[src/rtl/seq_divider_if.sv]
// seq_divider_if: start/valid handshake and operand/result bus of the sequential divider
//   dividend[7:0], divisor[3:0], start : requester -> divider
//   quotient[7:0], remainder[3:0], valid, busy, div_by_zero : divider -> requester
interface seq_divider_if;
  logic [7:0] dividend;
  logic [3:0] divisor;
  logic       start;
  logic [7:0] quotient;
  logic [3:0] remainder;
  logic       valid;
  logic       busy;
  logic       div_by_zero;
  modport master (output dividend, divisor, start, input quotient, remainder, valid, busy, div_by_zero);
  modport slave (input dividend, divisor, start, output quotient, remainder, valid, busy, div_by_zero);
endinterface

[src/rtl/seq_divider.sv]
// seq_divider: 8/4-bit unsigned restoring divider, one quotient bit per clock
//   clk   : rising-edge clock
//   reset : asynchronous active-low reset
//   bus   : seq_divider_if.slave (operands, start, results, valid, busy, div_by_zero)
//   SEQ_DIVIDER_DBZ_DETECT_EN : when defined, divisor 0 finishes after one cycle with div_by_zero set
module seq_divider (
  input logic          clk,
  input logic          reset,
  seq_divider_if.slave bus
);
  localparam logic [1:0] IDLE = 2'd0, CALC = 2'd1, DONE = 2'd2;
  logic [1:0] r_state;
  logic [7:0] r_d;
  logic [3:0] r_r, r_dv;
  logic [2:0] r_cnt;
  logic       r_dbz;
  logic [4:0] w_r_sh;
  logic [3:0] w_r_nx;
  logic       w_ge, w_accept, w_zero;
  // r_d shifts dividend bits out the top and quotient bits in at the bottom
  always_comb begin
    w_r_sh = {r_r, r_d[7]};
    w_ge = w_r_sh >= {1'b0, r_dv};
    // the restored/subtracted remainder is always below the divisor, so 4 bits hold it
    w_r_nx = w_ge ? 4'(w_r_sh - {1'b0, r_dv}) : w_r_sh[3:0];
    w_accept = bus.start && r_state != CALC;
`ifdef SEQ_DIVIDER_DBZ_DETECT_EN
    w_zero = r_dv == 4'd0;
`else
    w_zero = 1'b0;
`endif
  end
  always_ff @(posedge clk or negedge reset)
    if (!reset) begin
      r_state <= IDLE;
      r_d <= '0;
      r_r <= '0;
      r_dv <= '0;
      r_cnt <= '0;
      r_dbz <= 1'b0;
    end else if (w_accept) begin
      r_state <= CALC;
      r_d <= bus.dividend;
      r_dv <= bus.divisor;
      r_r <= '0;
      r_cnt <= '0;
      r_dbz <= 1'b0;
    end else if (r_state == CALC) begin
      if (w_zero) begin
        r_state <= DONE;
        r_d <= 8'hFF;
        r_r <= '0;
        r_dbz <= 1'b1;
      end else begin
        r_d <= {r_d[6:0], w_ge};
        r_r <= w_r_nx;
        r_cnt <= r_cnt + 3'd1;
        r_state <= r_cnt == 3'd7 ? DONE : CALC;
      end
    end
  assign bus.quotient = r_d;
  assign bus.remainder = r_r;
  assign bus.valid = r_state == DONE;
  assign bus.busy = r_state == CALC;
  assign bus.div_by_zero = r_dbz;
endmodule

[src/flat_wrapper.sv]
// flat-port wrapper written by rule: the top's interface ports become plain ports
module seq_divider_flat 
  (clk, reset, bus_dividend, bus_divisor, bus_start, bus_quotient, bus_remainder, bus_valid, bus_busy, bus_div_by_zero);
  seq_divider_if bus_i ();
  input logic clk;
  input logic reset;
  input wire logic [$bits(bus_i.dividend)-1:0] bus_dividend;
  input wire logic [$bits(bus_i.divisor)-1:0] bus_divisor;
  input wire logic [$bits(bus_i.start)-1:0] bus_start;
  output wire logic [$bits(bus_i.quotient)-1:0] bus_quotient;
  output wire logic [$bits(bus_i.remainder)-1:0] bus_remainder;
  output wire logic [$bits(bus_i.valid)-1:0] bus_valid;
  output wire logic [$bits(bus_i.busy)-1:0] bus_busy;
  output wire logic [$bits(bus_i.div_by_zero)-1:0] bus_div_by_zero;
  assign bus_i.dividend = bus_dividend;
  assign bus_i.divisor = bus_divisor;
  assign bus_i.start = bus_start;
  assign bus_quotient = bus_i.quotient;
  assign bus_remainder = bus_i.remainder;
  assign bus_valid = bus_i.valid;
  assign bus_busy = bus_i.busy;
  assign bus_div_by_zero = bus_i.div_by_zero;
  seq_divider u_core (.clk(clk), .reset(reset), .bus(bus_i));
endmodule
[config.mk]
export PLATFORM = sky130hd
export DESIGN_NAME = seq_divider_flat
export DESIGN_NICKNAME = d
export VERILOG_FILES = /design/src/rtl/seq_divider_if.sv /design/src/rtl/seq_divider.sv /design/src/flat_wrapper.sv
export SDC_FILE = /design/constraint.sdc
export NUM_CORES = 1
export LEC_CHECK = 0
export CAP_MARGIN = 5
export CORE_UTILIZATION = 51
export CTS_CLUSTER_SIZE = 24
export DETAILED_ROUTE_END_ITERATION = 8
export GPL_TIMING_DRIVEN = 0
export MAX_ROUTING_LAYER = met4
export PLACE_DENSITY = 0.89
export SYNTH_ARGS = -nofsm -noshare
export SYNTH_HDL_FRONTEND = slang
export SYNTH_SLANG_ARGS = --single-unit
[constraint.sdc]
create_clock -name clk -period 4.85 [get_ports clk]
set_clock_uncertainty 0.15 [all_clocks]
set_input_delay 1.2125 -clock clk [delete_from_list [all_inputs] [get_ports clk]]
set_output_delay 1.2125 -clock clk [all_outputs]
set_load 0.02 [all_outputs]
Word-level counts from Yosys, hierarchy flattened
Index checks and enable logic that the tools add are counted.
{"block": "word_totals", "regBits": 21, "in_bits": 15, "out_inout_bits": 15, "wordCells": 24}
{"block": "classes", "n_addsub": 2, "magnitude_cmp": 1, "n_eq_ne": 4, "n_mux": 10, "reduce_logical": 2}
{"op": "two-way mux 8 bit", "count": 2}
{"op": "two-way mux 4 bit", "count": 3}
{"op": "two-way mux 2 bit", "count": 3}
{"op": "two-way mux 3 bit", "count": 2}
{"op": "greater-or-equal comparator 5 x 4 -> 1 bit", "count": 1}
{"op": "subtractor 4 bit", "count": 1}
{"op": "adder 3 x 1 -> 3 bit (second input constant)", "count": 1}
{"op": "== test 3 bit (second input constant)", "count": 1}
{"op": "== test 2 x 1 -> 1 bit (second input constant)", "count": 1}
{"op": "== test 2 bit (second input constant)", "count": 1}
{"op": "inequality test 2 x 1 -> 1 bit (second input constant)", "count": 1}
{"op": "nonzero test 2 bit", "count": 1}
{"op": "logical AND 1 bit", "count": 1}

Logic depth before layout (Yosys ltp)
{"block": "logic_depth", "word_depth": 4, "depth_mapped": 7, "mapped_depth_nobuf": 6}

Worst setup path before layout
Ideal clock, no wire load.
{"block": "synth_path", "kind": "flip-flop to output port", "startpoint": "register u_core.r_state[1]", "endpoint": "output port bus_busy", "t_arrival_ns": 1.152, "required_time_ns": 3.488, "setup_slack_ns": 2.335, "stages_incl_launch_ff": 6, "path_buffers": 2, "cell_sequence": "dfrtp_1 inv_2 nand2_1 inv_2 clkbuf_1 buf_2"}
{"block": "synth_between", "elab_chain_len": 1}
{"item": "start: declaration", "line": "seq_divider.sv:12", "rtl": "logic [1:0] r_state;"}
{"item": "start signal: assignment", "line": "seq_divider.sv:58", "rtl": "r_state <= r_cnt == 3'd7 ? DONE : CALC;"}
{"item": "== test 2 x 1 -> 1 bit", "line": "seq_divider.sv:64", "rtl": "assign bus.busy = r_state == CALC;"}
{"item": "end: declaration", "line": "flat_wrapper.sv:13", "rtl": "output wire logic [$bits(bus_i.busy)-1:0] bus_busy;"}
Every way passes these cells.

Final worst setup path
Same ends and word-level chain as after synthesis.

==> results summary <==
Among all cell types in the netlist, the one instantiated most often is dfrtp_1. The summed area of non-filler cells in the final layout is around 1500 um^2. The critical path goes through inv_2, nand2_1, inv_2, clkbuf_1, buf_2, clkdlybuf4s50_1. The starting density of the core is between 50% and 60%. The summed instance area of the synthesized netlist came out at about 1100 um^2. The cell type with the highest occurrence count on the critical path is inv_2.

On the critical path the largest part of the delay comes from buffers and inverters. The post-place instance area is ~1400 um^2. The die covers around 2400 um^2. After clock tree synthesis, the clock-pin slew on the worst setup and hold paths is ~120 ps. Of all cell types, the one taking the most synthesized area is dfrtp_1. The post-CTS repair timing setup buffer count came out at 0.

The path class of the tightest hold or removal check is reg -> reg. The final-report hold violation count came out at 0. The total congestion overflow is 0. The static power due to leakage is 0.000666 uW.

The area added between synthesis and finish came out at 29.2%. The delay of the slowest cell on the worst path came out at roughly 640 ps. The number of buffers and inverters on the critical path is 5. The number of storage elements in the synthesis netlist is 21. Of the total power, combinational logic draws approximately 64%. The final RePlAce weighted congestion is between 0.8 and 0.9.

The initial antenna violation count is 0. The ratio of final minimum period to clock period is roughly three quarters. The highest net fanout along the worst path came out at 10. The later pin in the worst-skew pair is clocked with a latency of ~300 ps.

The number of warnings issued by yosys is 0. The wire-length estimate of the detail-placed layout is between 1500 and 2000 um. The internal power of the cells totals 656 uW. TritonCTS built the clock tree. The mean number of vias per cell is roughly 5.5.

The antenna diode count is 0. Synthesis produced a netlist whose cell count is 108. In this run switching power makes up 44.7% of total power. The TritonCTS buffer count is 3.

The data required time of the worst path is 3490 ps. The largest buffer count on any clock path is 2. The CTS sink count is 21. The highest clock frequency the design can meet came out at between 200 and 300 MHz. The power per unit of standard cell area is about 810 nW/um^2. Cells with a size suffix above 1 make up 13.7% of the layout.

The number of max-cap violations is 0. Of the synthesized area, sequential elements account for 46.2%. The number of port buffers came out at 27.

The number of gates given a new drive strength after cts came out at 0. In the synthesized netlist the dominant register cell turns out to be dfrtp_1. The count of flip-flops with a built-in enable after synthesis came out at 0. The final total negative setup slack came out at 0 ps.

The total vias in the final route is 915. The peak ir drop on the vdd network came out at ~0.44 mV. The fraction of power consumed by the clock network came out at 7.1%. The top cell type's share of synthesized area is between 40% and 50%. The final count of negative-setup-slack endpoints came out at 0. The run finished with clean final reports.

The die span in x is just under 50 um. The mean area per synthesized cell is 10.5 um^2. The detailed router's first-iteration violation count is 13. The area of the core region came out at 2020 um^2. The die boundary height came out at 49.2 um. The remaining max-slew budget at the tightest pin is a little under two fifths. The residual antenna-violating net count after detailed routing is 0. The pin count of the biggest net entering global routing is 22. The first-pass GRT wire length is 4200 um. The critical path class is reg -> out. The number of top-level design ports is 30.

Sorting the synthesized cells by area gives the leading types as dfrtp_1 (46%), mux2i_1 (7.0%), ha_1 (6.6%). The final-report max-slew violation count is 0. The register-to-register setup slack came out at ~2600 ps. Setup repair after global routing left no endpoint under its margin. The signal arrival time at the worst endpoint is about 2300 ps. The switching power came out at approximately 530 uW.

The number of design rule violations left after detail routing came out at 0. The total of hold buffers inserted after clock tree synthesis is 0. The first-pass detailed-route iteration total came out at 4. After synthesis, the share of flip-flops with an asynchronous set or reset is between 90% and 100%. The tree is rooted in a clkbuf_4. The number of global-route vias before repair was slightly above 900. For the pin with the worst max-slew slack, the measured transition is between 900 and 1000 ps. Across every metal layer, demand over resource in global routing totals between 20% and 30%. Sorting the synthesized cells by how often they occur yields dfrtp_1 (21), nand2_1 (13), o21ai_1 (9). The net count after synthesis came out at 130. On the critical path, the stage with the largest delay is an instance of clkdlybuf4s50_1. The share of total power dissipated in sequential elements is approximately 29%. STA classifies the critical path endpoint as an output port. The count of nets after finishing is between 150 and 200. The total number of H-tree levels came out at 1. For this block, the routed nets add up to around 2500 um of wire.

The number of different library cells used by synthesis comes to 33. The clock period could shrink to 3680 ps. The worst setup path is launched from a flop. The initialized floorplan defines 16 standard-cell rows. The detailed-route wire length per cell is around 15 um.
## per-layer routing
metal  vias up  routed length, um  GRT usage [%]
li1        440                  -              -
met1       447               1040           27.5
met2        20               1310           41.1
met3         8                 84           3.74
met4         0                 76           12.7
met5         -                  0              -
## final timing paths
| check | start | endpoint | cells past startpoint |
|---|---|---|---|
| max | u_core.r_state[1] | bus_busy | 6 |
| min | u_core.r_cnt[0] | u_core.r_cnt[0] | 1 |
| max reg2reg | u_core.bus.remainder[1] | u_core.bus.remainder[2] | 5 |
| min reg2reg | u_core.r_cnt[0] | u_core.r_cnt[0] | 1 |
| max in group asynchronous | reset | u_core.bus.quotient[7] | 1 |
| min in group asynchronous | reset | u_core.r_dv[3] | 1 |
## cell type report
cell class                      count  area, um^2
Multi-Input combinational cell     74         557
Tap cell                           27        33.8
Fill cell                         143         553
Buffer                              6        28.8
Sequential cell                    21         526
Clock buffer                        3        22.5
Inverter                            7        26.3
Timing Repair Buffer               27         270
Clock inverter                      1        5.00
## stage by stage
stage	setup WS, ps	cells	utilization [%]	total power [uW]	hold slack, ps
floorplan	2340	108	-	857	304
global placement	1580	162	71.3	1060	326
detailed placement	1520	162	71.3	1110	346
CTS	1170	166	72.6	1190	365
global route	977	166	72.6	1280	388
finish	1170	166	72.6	1190	361
## flip-flops by register name (all words and copies together), names as in the netlist
name and cells:
u_core.r_dv 4, u_core.bus.remainder 4, u_core.r_state 2, u_core.bus.quotient 8, u_core.r_cnt 3
## cell usage in the layout, fill, tap and decap left out, types with 3 or more instances in the layout
cell type        Yosys  final
dfrtp_1             21     21
inv_1                5      5
mux2i_1              8      8
o21ai_0              3      3
clkdlybuf4s50_1      0     27
clkbuf_4             0      3
o21ai_1              9      9
nand2_1             13     13
mux2_2               4      4
nor3b_1              3      3
nor4_1               3      3
ha_1                 6      6
a311o_1              3      3
## kinds of logic (layout without fill, tap and decap cells)
family | Yosys count | in the layout | synth area share (%)
compound gates | 22 | 22 | 13.9
other cells | 1 | 1 | 0.330
buf+inv | 13 | 44 | 4.84
flops | 21 | 21 | 46.2
xor+xnor | 2 | 2 | 1.54
mux | 12 | 12 | 11.0
simple gates | 30 | 30 | 13.9
fa+ha+maj | 7 | 7 | 8.36
## power groups by stage
stage	clock network, uW	logic (uW)	registers (uW)
after floorplan	0	470	388
after global placement	0	720	339
after detailed placement	0	761	346
after CTS	86.5	763	342
after global routing	93.6	830	353
final	84.4	759	343
Note: power is estimated with default switching activity, not from simulation.
